File: config.mk
export PLATFORM = sky130hd
export DESIGN_NAME = note_rom_arbiter_flat
export DESIGN_NICKNAME = d
export VERILOG_FILES = /design/src/rtl/note_rom_arbiter_if.sv /design/src/rtl/note_rom_arbiter.sv /design/src/flat_wrapper.sv
export SDC_FILE = /design/constraint.sdc
export NUM_CORES = 1
export LEC_CHECK = 0
export ABC_CLOCK_PERIOD_IN_PS = 5850
export CAP_MARGIN = 5
export CORE_UTILIZATION = 35
export DETAILED_ROUTE_END_ITERATION = 6
export DONT_BUFFER_PORTS = 1
export GPL_TIMING_DRIVEN = 0
export MAX_ROUTING_LAYER = met4
export SLEW_MARGIN = 20
export SYNTH_ARGS = -nofsm -noshare
export SYNTH_HDL_FRONTEND = slang
export SYNTH_SLANG_ARGS = --single-unit
File: constraint.sdc
create_clock -name i_clk -period 5.85 [get_ports i_clk]
set_input_delay 0.2925 -clock i_clk [delete_from_list [all_inputs] [get_ports i_clk]]
set_output_delay 0.2925 -clock i_clk [all_outputs]
set_load 0.05 [all_outputs]
File: src/rtl/note_rom_arbiter_if.sv
// -----------------------------------------------------------------------------
// note_rom_arbiter_if
// Bundle of the request, ROM and read-data signals shared between the
// note-sequencer channels and note_rom_arbiter.
//
//   i_req        [NUM_CH]          per-channel level read request (bit c = ch c)
//   i_addr       [NUM_CH*ADDR_W]   per-channel read address, ch c at [c*ADDR_W +: ADDR_W]
//   o_grant      [NUM_CH]          one-hot registered grant pulse
//   o_rom_addr   [ADDR_W]          registered address to the shared synchronous ROM
//   i_rom_data   [DATA_W]          ROM read data, valid one cycle after o_rom_addr
//   o_data       [DATA_W]          registered read data shared by all channels
//   o_data_valid [NUM_CH]          one-hot; bit c marks o_data as belonging to ch c
//
// Modports: slave  = arbiter side, master = requesters plus ROM side.
// -----------------------------------------------------------------------------
interface note_rom_arbiter_if #(
    parameter int NUM_CH = 3,
    parameter int ADDR_W = 5,
    parameter int DATA_W = 16
) ();

    logic [NUM_CH-1:0]        i_req;
    logic [NUM_CH*ADDR_W-1:0] i_addr;
    logic [NUM_CH-1:0]        o_grant;
    logic [ADDR_W-1:0]        o_rom_addr;
    logic [DATA_W-1:0]        i_rom_data;
    logic [DATA_W-1:0]        o_data;
    logic [NUM_CH-1:0]        o_data_valid;

    modport slave (
        input  i_req,
        input  i_addr,
        input  i_rom_data,
        output o_grant,
        output o_rom_addr,
        output o_data,
        output o_data_valid
    );

    modport master (
        output i_req,
        output i_addr,
        output i_rom_data,
        input  o_grant,
        input  o_rom_addr,
        input  o_data,
        input  o_data_valid
    );

endinterface

File: src/rtl/note_rom_arbiter.sv
// -----------------------------------------------------------------------------
// note_rom_arbiter
// Time-shares one 1-cycle-latency synchronous ROM among NUM_CH note-sequencer
// channels. One read is issued per cycle at most; channels are served
// round-robin and a channel with a read still in flight is skipped.
//
// Pipeline (edge k = grant edge):
//   edge k   : o_grant / o_rom_addr registered for the winning channel
//   edge k+1 : ROM registers its data (external)
//   edge k+2 : o_data <= i_rom_data, o_data_valid <= grant delayed by two
//
// Ports:
//   i_clk  clock, all state updates on the rising edge
//   i_rst  synchronous active-high reset
//   bus    note_rom_arbiter_if.slave (requests, ROM address/data, read data)
// -----------------------------------------------------------------------------
module note_rom_arbiter #(
    parameter int NUM_CH = 3,
    parameter int ADDR_W = 5,
    parameter int DATA_W = 16
) (
    input  logic                     i_clk,
    input  logic                     i_rst,
    note_rom_arbiter_if.slave        bus
);

    localparam int IDX_W = $clog2(NUM_CH);
    // One extra bit so ptr + offset cannot wrap before the modulo correction.
    localparam int SUM_W = IDX_W + 1;

    logic [IDX_W-1:0]  ptr;
    logic [NUM_CH-1:0] grant_d1;
    logic [NUM_CH-1:0] in_flight;
    logic [NUM_CH-1:0] eligible;

    logic              win_valid;
    logic [IDX_W-1:0]  win_idx;
    logic [ADDR_W-1:0] win_addr;
    logic [NUM_CH-1:0] grant_next;
    logic [IDX_W-1:0]  ptr_next;
    logic [SUM_W-1:0]  cand_sum;
    logic [IDX_W-1:0]  cand;
    logic [DATA_W-1:0] rom_word;

    assign rom_word = bus.i_rom_data;

    // A read is in flight from the grant edge until the edge that raises its
    // o_data_valid; those two cycles are exactly where the grant sits in
    // o_grant or grant_d1, so no separate flag register is needed. The
    // channel becomes eligible again in the cycle its data_valid is high.
    assign in_flight = bus.o_grant | grant_d1;
    assign eligible  = bus.i_req & ~in_flight;

    // Round-robin search starting at ptr, ascending modulo NUM_CH.
    // NOTE: every variable written in this block gets a default first so no
    // path leaves it unassigned, which would otherwise infer a latch.
    always_comb begin
        win_valid = 1'b0;
        win_idx   = '0;
        cand_sum  = '0;
        cand      = '0;
        for (int i = 0; i < NUM_CH; i++) begin
            cand_sum = {1'b0, ptr} + SUM_W'(i);
            if (cand_sum >= SUM_W'(NUM_CH)) begin
                cand_sum = cand_sum - SUM_W'(NUM_CH);
            end
            cand = cand_sum[IDX_W-1:0];
            if (!win_valid && eligible[cand]) begin
                win_valid = 1'b1;
                win_idx   = cand;
            end
        end
    end

    // Winner decode: one-hot grant and address mux.
    always_comb begin
        grant_next = '0;
        win_addr   = '0;
        for (int c = 0; c < NUM_CH; c++) begin
            if (win_valid && (win_idx == IDX_W'(c))) begin
                grant_next[c] = 1'b1;
                win_addr      = bus.i_addr[c*ADDR_W +: ADDR_W];
            end
        end
    end

    assign ptr_next = (win_idx == IDX_W'(NUM_CH - 1)) ? '0 : win_idx + IDX_W'(1);

    // NOTE: sequential state uses non-blocking assignments so every register
    // samples the pre-edge value of every other register.
    always_ff @(posedge i_clk) begin
        if (i_rst) begin
            // Clearing grant and grant_d1 also drops every in-flight read, so
            // nothing granted before reset ever reaches o_data_valid.
            ptr              <= '0;
            grant_d1         <= '0;
            bus.o_grant      <= '0;
            bus.o_rom_addr   <= '0;
            bus.o_data       <= '0;
            bus.o_data_valid <= '0;
        end else begin
            bus.o_grant      <= grant_next;
            grant_d1         <= bus.o_grant;
            bus.o_data_valid <= grant_d1;
            // Address and pointer only move on a grant; idle cycles hold them.
            if (win_valid) begin
                bus.o_rom_addr <= win_addr;
                ptr            <= ptr_next;
            end
            // o_data keeps its last value unless a read is landing.
            if (|grant_d1) begin
                bus.o_data <= rom_word;
            end
        end
    end

    a_grant_onehot: assert property (@(posedge i_clk) $onehot0(bus.o_grant));
    a_valid_onehot: assert property (@(posedge i_clk) $onehot0(bus.o_data_valid));
    a_no_double:    assert property (@(posedge i_clk) disable iff (i_rst)
                                     (grant_next & in_flight) == '0);

endmodule

File: src/flat_wrapper.sv
// flat-port wrapper written by rule: the top's interface ports become plain ports
module note_rom_arbiter_flat 
#(
    parameter int NUM_CH = 3,
    parameter int ADDR_W = 5,
    parameter int DATA_W = 16
)
  (i_clk, i_rst, bus_i_req, bus_i_addr, bus_i_rom_data, bus_o_grant, bus_o_rom_addr, bus_o_data, bus_o_data_valid);
  note_rom_arbiter_if #(.NUM_CH(NUM_CH), .ADDR_W(ADDR_W), .DATA_W(DATA_W)) bus_i ();
  input  logic i_clk;
  input  logic i_rst;
  input wire logic [$bits(bus_i.i_req)-1:0] bus_i_req;
  input wire logic [$bits(bus_i.i_addr)-1:0] bus_i_addr;
  input wire logic [$bits(bus_i.i_rom_data)-1:0] bus_i_rom_data;
  output wire logic [$bits(bus_i.o_grant)-1:0] bus_o_grant;
  output wire logic [$bits(bus_i.o_rom_addr)-1:0] bus_o_rom_addr;
  output wire logic [$bits(bus_i.o_data)-1:0] bus_o_data;
  output wire logic [$bits(bus_i.o_data_valid)-1:0] bus_o_data_valid;
  assign bus_i.i_req = bus_i_req;
  assign bus_i.i_addr = bus_i_addr;
  assign bus_i.i_rom_data = bus_i_rom_data;
  assign bus_o_grant = bus_i.o_grant;
  assign bus_o_rom_addr = bus_i.o_rom_addr;
  assign bus_o_data = bus_i.o_data;
  assign bus_o_data_valid = bus_i.o_data_valid;
  note_rom_arbiter #(.NUM_CH(NUM_CH), .ADDR_W(ADDR_W), .DATA_W(DATA_W)) u_core (.i_clk(i_clk), .i_rst(i_rst), .bus(bus_i));
endmodule
==> impl_summary.log, run 1 <==
[metrics] count of buffer and inverter cells on the critical path: 1
[metrics] FF+latch count, synth: 32
[metrics] count of unresolved DRC violations after routing: 0
[metrics] number of antenna violations at the first check in global routing: 0
[metrics] Max Clock Freq: 416 MHz
[metrics] antenna cell count: 0
[metrics] area of the core region: 4090 um2
[metrics] filler cell count in the final layout: 420
[metrics] met1 routed wirelength after detailed routing: 1500 um
[metrics] sum of negative setup slack: 0 ps
[metrics] register area share after synthesis: 41.8%
[metrics] number of CTS-inserted buffers: 5
[metrics] final worst path period share: 41.1%
[metrics] number of detailed-routing iterations run before antenna repair: 4
[metrics] I/O pin cnt: 63
[metrics] remaining global-route overflow: 0
[metrics] # resized after CTS: 0
[metrics] count of flip-flops with a built-in enable after synthesis: 0
[metrics] worst reg2reg path endpoint: u_core.bus.o_rom_addr[4]
[metrics] Tightest Hold Check Type: input port to register
[metrics] via count of the routed design: 1,246
[metrics] uppermost signal routing layer after detailed routing: met4
[metrics] post-layout utilization of the core: 41.2%
[metrics] Post-Synthesis Cell Area: 1530 um2
[metrics] Die Outline Area: 4640 um2
[metrics] CP Max Fanout: 9
[metrics] transition time at the pin with the least slew margin: 713 ps
[metrics] num rows: 23
[metrics] worst-path cell with the longest stage delay: ha_1
[metrics] number of buffers inserted by post-CTS setup repair: 0
[metrics] area growth from synthesis to layout: 9.97%
[metrics] post-detailed-routing wire length: 3490 um
[metrics] Worst Path Arrival: 2560 ps
[metrics] starting density of the core: 37.5%
[metrics] master cell of the clock root buffer: clkbuf_8
[metrics] post-synth top area share: 41.8%
[metrics] FF-to-FF setup slack: 3450 ps
[metrics] fraction of final layout cells with drive strength greater than 1: 14.1%
[metrics] Worst setup SP type: register
[metrics] Avg Synthesized Cell Area: 9.06 um2
[metrics] Seq. cell area: 641 um2
[metrics] Slew headroom: 52.4%
[metrics] CP cell instances: inv_1, ha_1, and4bb_2, o41ai_2, nand4b_1, and3_1, a221oi_2, o2bb2ai_1
[metrics] H-tree depth: 2
[metrics] Design Area, Final: 1680 um2
[metrics] placed inst area: 1590 um2
[metrics] kind of critical path: register to register
[metrics] CTS sink cnt: 32
[metrics] leading cell types in the layout, fill and taps excluded: nand2_1, dfxtp_1, a21oi_1
[metrics] Post-DP HPWL: 2790 um
[metrics] run status: completed
[metrics] RR Startpoint: u_core.ptr[0]
[metrics] Final min period: 2400 ps
[metrics] delay-heaviest family, CP: simple AND/OR/NAND/NOR gates
[metrics] number of buffers inserted for hold repair after clock tree synthesis: 0
[metrics] type of destination of the critical path: register
[metrics] final net count: 215
[metrics] number of buffers between clock root and the deepest sink: 2
[metrics] required time of the critical path: 6000 ps
[metrics] number of cell instances on the worst register-to-register path: 8
[metrics] number of global-route vias before repair: 1,204
[metrics] most frequent standard cell in the layout excluding fill and tap cells: nand2_1
[metrics] worst voltage drop across the vdd grid: 0.255 mV
[metrics] hold_sp: bus_i_addr[1]
[metrics] global-route wire length before repair: 5280 um
[metrics] Reg clk slew, reported paths: 60 ps
[metrics] hold_ws: 135 ps
[metrics] final weighted congestion in routability-driven placement: 0.781
[metrics] DRC marker count from the first detailed-route iteration: 48
[metrics] top flip-flop cell by instance count after synthesis: dfxtp_1
[metrics] met2 wire length: 1710 um
[metrics] leakage power figure: 0.594 nW
[metrics] Unique masters post-synth: 43
[metrics] Port-buffer cells: 0
[metrics] WL/cell: 15.4 um
[metrics] footprint of the multi-input gates: 846 um2
[metrics] Antenna Violating Nets Remaining: 0
[metrics] unrepaired setup endpoints after global routing: false
[metrics] maximum number of pins on one net before global-route repair: 11
[metrics] mean number of vias per cell: 5.49
[metrics] area leader, netlist: dfxtp_1
[metrics] max-cap viol count: 0
[metrics] total length of routed met3 wires: 244 um
[metrics] power density cells: 642 nW/um2
[metrics] clock latency on the worst-skew pair: 270 ps
[metrics] number of endpoints failing setup at the final stage: 0
[metrics] height of the chip: 68.2 um
[metrics] GR Util All Layers: 15.8%
[metrics] post-synthesis instance total: 169
[metrics] overall power: 1.08 mW
[metrics] final hold violations: 0
[metrics] number of pins exceeding their max-slew limit in the final report: 0
[metrics] ys async rst share: 0%
[metrics] Hold Path Depth: 1
[metrics] CP peak stage delay: 430 ps
[metrics] largest cells by area after synthesis: dfxtp_1, nand2_1, a21oi_1
[metrics] clock tree from TritonCTS: yes
[metrics] end point of the most critical hold path: u_core.bus.o_rom_addr[1]
[metrics] die width: 68.2 um
[metrics] count of synthesis-stage warnings from yosys: 0
[metrics] clock skew: 2.02 ps
[metrics] total nets after synthesis: 208
==> layer usage <==
| metal | global-route usage [%] | vias up |
|---|---|---|
| li1 | - | 612 |
| met1 | 18.6 | 585 |
| met2 | 25.4 | 45 |
| met3 | 5.00 | 4 |
| met4 | 4.95 | 0 |
| met5 | - | - |
==> power by group <==
group / total [mW] / leakage [nW] / switching (mW) / internal [mW]
registers: 0.482 / 0.262 / 0.207 / 0.275
logic: 0.429 / 0.287 / 0.247 / 0.182
clock network: 0.169 / 0.0455 / 0.0735 / 0.0958
==> registers in the layout, indices dropped and copies added, names as in the netlist <==
name	cells
u_core.bus.o_data	16
u_core.bus.o_data_valid	3
u_core.bus.o_grant	3
u_core.bus.o_rom_addr	5
u_core.grant_d1	3
u_core.ptr	2
==> how the worst max path moves through the flow <==
stage                   from                        to  slack [ps]  cells after the start
4_1_cts        u_core.ptr[0]  u_core.bus.o_rom_addr[4]        3460                      8
3_5_place_dp   u_core.ptr[0]  u_core.bus.o_rom_addr[4]        3470                      8
6_report       u_core.ptr[0]  u_core.bus.o_rom_addr[4]        3450                      8
5_1_grt        u_core.ptr[0]  u_core.bus.o_rom_addr[4]        3320                      8
2_1_floorplan  u_core.ptr[0]  u_core.bus.o_rom_addr[4]        3760                      7
3_3_place_gp   u_core.ptr[0]  u_core.bus.o_rom_addr[1]        3530                      8
==> cell usage after synthesis (3+ instances only) <==
| cell type | n |
|---|---|
| nand2b_1 | 3 |
| o21ai_0 | 4 |
| nor2_1 | 6 |
| a21oi_1 | 23 |
| dfxtp_1 | 32 |
| nand2_1 | 36 |
| inv_1 | 5 |
| ha_1 | 3 |
| nor2b_1 | 7 |
| clkbuf_1 | 7 |
| and3_1 | 3 |
==> logic make-up (layout without fill, tap and decap cells) <==
logic type | after synthesis | in the layout | synth area share (%)
buf+inv | 12 | 20 | 2.94
mux | 2 | 2 | 1.31
flops | 32 | 32 | 41.8
compound gates | 47 | 47 | 23.2
fa+ha+maj | 3 | 3 | 2.45
simple gates | 73 | 73 | 28.3
==> cell type report <==
type                       count  share of cell area, %
buffer                         7                   1.56
inverter                       5                   1.11
sequential                    32                   38.0
multi-input combinational    125                   50.2
tap                           50                   3.71
clock buffer                   8                   5.35
==> stage by stage <==
stage | setup slack [ps] | instances
6_report | 3450 | 227
5_1_grt | 3320 | 227
4_1_cts | 3460 | 227
3_5_place_dp | 3470 | 219
3_3_place_gp | 3530 | 219
2_1_floorplan | 3760 | 169
(Power assumes the default switching activity.)
==> run 2, diff against run 1 <==
--- a/config.mk
+++ b/config.mk
@@ -5,7 +5,7 @@
 export SDC_FILE = /design/constraint.sdc
 export NUM_CORES = 1
 export LEC_CHECK = 0
-export ABC_CLOCK_PERIOD_IN_PS = 5850
+export ABC_CLOCK_PERIOD_IN_PS = 2400
 export CAP_MARGIN = 5
 export CORE_UTILIZATION = 35
 export DETAILED_ROUTE_END_ITERATION = 6
==> constraint.sdc (replaced) <==
create_clock -name i_clk -period 2.4 [get_ports i_clk]
set_input_delay 0.12 -clock i_clk [delete_from_list [all_inputs] [get_ports i_clk]]
set_output_delay 0.12 -clock i_clk [all_outputs]
set_load 0.05 [all_outputs]
==> run 2 against run 1 <==
Clock power increased by 140%. Combinational power increased to 2.6 times the previous value. Cell count increased by 8.8%. Worst setup slack got worse by 3300 ps. Hold slack got worse by 96 ps. Final area increased by 12%. Non-clock buffer count increased by 20. Critical path depth decreased by 2. Largest power group unchanged. Highest routed layer unchanged.
==> impl_summary.log, run 2 (synthesis results as in run 1) <==
[metrics] post-detailed-routing wire length: 3680 um
[metrics] max-cap viol count: 0
[metrics] clock tree from TritonCTS: yes
[metrics] area growth from synthesis to layout: 23.0%
[metrics] number of detailed-routing iterations run before antenna repair: 4
[metrics] Port-buffer cells: 0
[metrics] maximum number of pins on one net before global-route repair: 11
[metrics] unrepaired setup endpoints after global routing: false
[metrics] fraction of final layout cells with drive strength greater than 1: 13.7%
[metrics] most frequent standard cell in the layout excluding fill and tap cells: nand2_1
[metrics] kind of critical path: register to register
[metrics] H-tree depth: 2
[metrics] Worst setup SP type: register
[metrics] Post-DP HPWL: 2790 um
[metrics] number of flip-flops under the largest register name: 16
[metrics] Antenna Violating Nets Remaining: 0
[metrics] transition time at the pin with the least slew margin: 714 ps
[metrics] worst voltage drop across the vdd grid: 0.612 mV
[metrics] area of the core region: 4090 um2
[metrics] Max Clock Freq: 439 MHz
[metrics] count of unresolved DRC violations after routing: 0
[metrics] Die Outline Area: 4640 um2
[metrics] die width: 68.2 um
[metrics] register containing the most flip-flops in the final layout: u_core.bus.o_data
[metrics] final worst path period share: 94.9%
[metrics] post-layout utilization of the core: 46.1%
[metrics] remaining global-route overflow: 0
[metrics] filler cell count in the final layout: 404
[metrics] CP Max Fanout: 6
[metrics] sum of negative setup slack: 0 ps
[metrics] required time of the critical path: 2550 ps
[metrics] number of global-route vias before repair: 1,268
[metrics] final weighted congestion in routability-driven placement: 0.781
[metrics] number of antenna violations at the first check in global routing: 0
[metrics] power density cells: 1430 nW/um2
[metrics] DRC marker count from the first detailed-route iteration: 80
[metrics] number of pins exceeding their max-slew limit in the final report: 0
[metrics] starting density of the core: 37.5%
[metrics] type of destination of the critical path: register
[metrics] mean number of vias per cell: 5.43
[metrics] Reg clk slew, reported paths: 60 ps
[metrics] Tightest Hold Check Type: input port to register
[metrics] antenna cell count: 0
[metrics] num rows: 23
[metrics] number of buffers between clock root and the deepest sink: 2
[metrics] final net count: 235
[metrics] global-route wire length before repair: 5610 um
[metrics] I/O pin cnt: 63
[metrics] CTS sink cnt: 32
[metrics] Worst Path Arrival: 2430 ps
[metrics] clock latency on the worst-skew pair: 270 ps
[metrics] run status: completed
[metrics] height of the chip: 68.2 um
[metrics] GR Util All Layers: 16.9%
[metrics] leakage power figure: 0.677 nW
[metrics] biggest registers after layout: u_core.bus.o_data: 16 flops, u_core.bus.o_rom_addr: 5 flops
[metrics] master cell of the clock root buffer: clkbuf_8
[metrics] Slew headroom: 52.3%
[metrics] Final min period: 2280 ps
[metrics] final hold violations: 0
[metrics] leading cell types in the layout, fill and taps excluded: nand2_1, dfxtp_1, a21oi_1
[metrics] hold_ws: 38.8 ps
[metrics] number of endpoints failing setup at the final stage: 0
[metrics] clock skew: 2.11 ps
[metrics] WL/cell: 14.9 um
[metrics] via count of the routed design: 1,340
[metrics] number of CTS-inserted buffers: 5
-- run 2: changes by cell type in the layout (fill, tap and decap cells not counted), sizes merged --
cell,delta
buf,+1
dlygate4sd3,+19
-- run 2: timing repair --
action,CTS,global route
endpoints found under the setup margin,0,3
buffers inserted,0,1
gates resized for setup,0,1
hold buffers,19,0
hold endpoints to repair,19,0
-- run 2: final cells by class --
| class | count | area, um2 | share of cell area [%] |
|---|---|---|---|
| plain buffers | 7 | 26.3 | 1.39 |
| flip-flops and latches | 32 | 641 | 34.0 |
| well taps | 50 | 62.6 | 3.32 |
| inverters | 5 | 18.8 | 0.996 |
| multi-input cells | 125 | 848 | 45.0 |
| clock buffers | 8 | 90.1 | 4.78 |
| repair buffers | 20 | 198 | 10.5 |
-- run 2: worst max-delay path: stages, from the launching register on --
cell       delay [ps]
dfxtp_1           780
nor4b_2           160
o41ai_2           470
nand4b_1          230
and3_1            230
a221oi_2          180
o2bb2ai_1         100
-- run 2: worst paths after layout --
path	start	end	slack [ps]	cells past startpoint
setup / recovery	u_core.bus.o_grant[0]	u_core.bus.o_rom_addr[4]	120	6
hold / removal	bus_i_addr[6]	u_core.bus.o_rom_addr[1]	40	2
setup reg to reg	u_core.bus.o_grant[0]	u_core.bus.o_rom_addr[4]	120	6
hold reg to reg	u_core.ptr[0]	u_core.ptr[0]	510	2
-- run 2: per-stage QoR --
step	setup WS, ps	cell area, um2	power (mW)	std cells
CTS	6.22	1870	2.68	246
global placement	81.4	1590	2.20	219
detailed placement	16.2	1590	2.23	219
floorplan	310	1530	2.01	169
global route	0.141	1880	2.87	247
finish	122	1880	2.70	247
-- run 2: routing by layer --
| layer | global-route usage (%) | wire length, um | part of all wire [%] | vias to the layer above |
|---|---|---|---|---|
| li1 | - | - | - | 652 |
| met4 | 4.95 | 28 | 0.76 | 0 |
| met5 | - | 0 | 0 | - |
| met3 | 5.50 | 231 | 6.3 | 4 |
| met2 | 27.9 | 1850 | 50 | 40 |
| met1 | 19.3 | 1570 | 43 | 644 |
-- run 2: where the power goes --
| group | switching (mW) | internal (mW) | leakage [nW] | total [mW] |
|---|---|---|---|---|
| Clock | 0.181 | 0.233 | 0.0455 | 0.414 |
| Combinational | 0.619 | 0.489 | 0.369 | 1.11 |
| Sequential | 0.508 | 0.670 | 0.262 | 1.18 |
| Total | 1.31 | 1.39 | 0.677 | 2.70 |
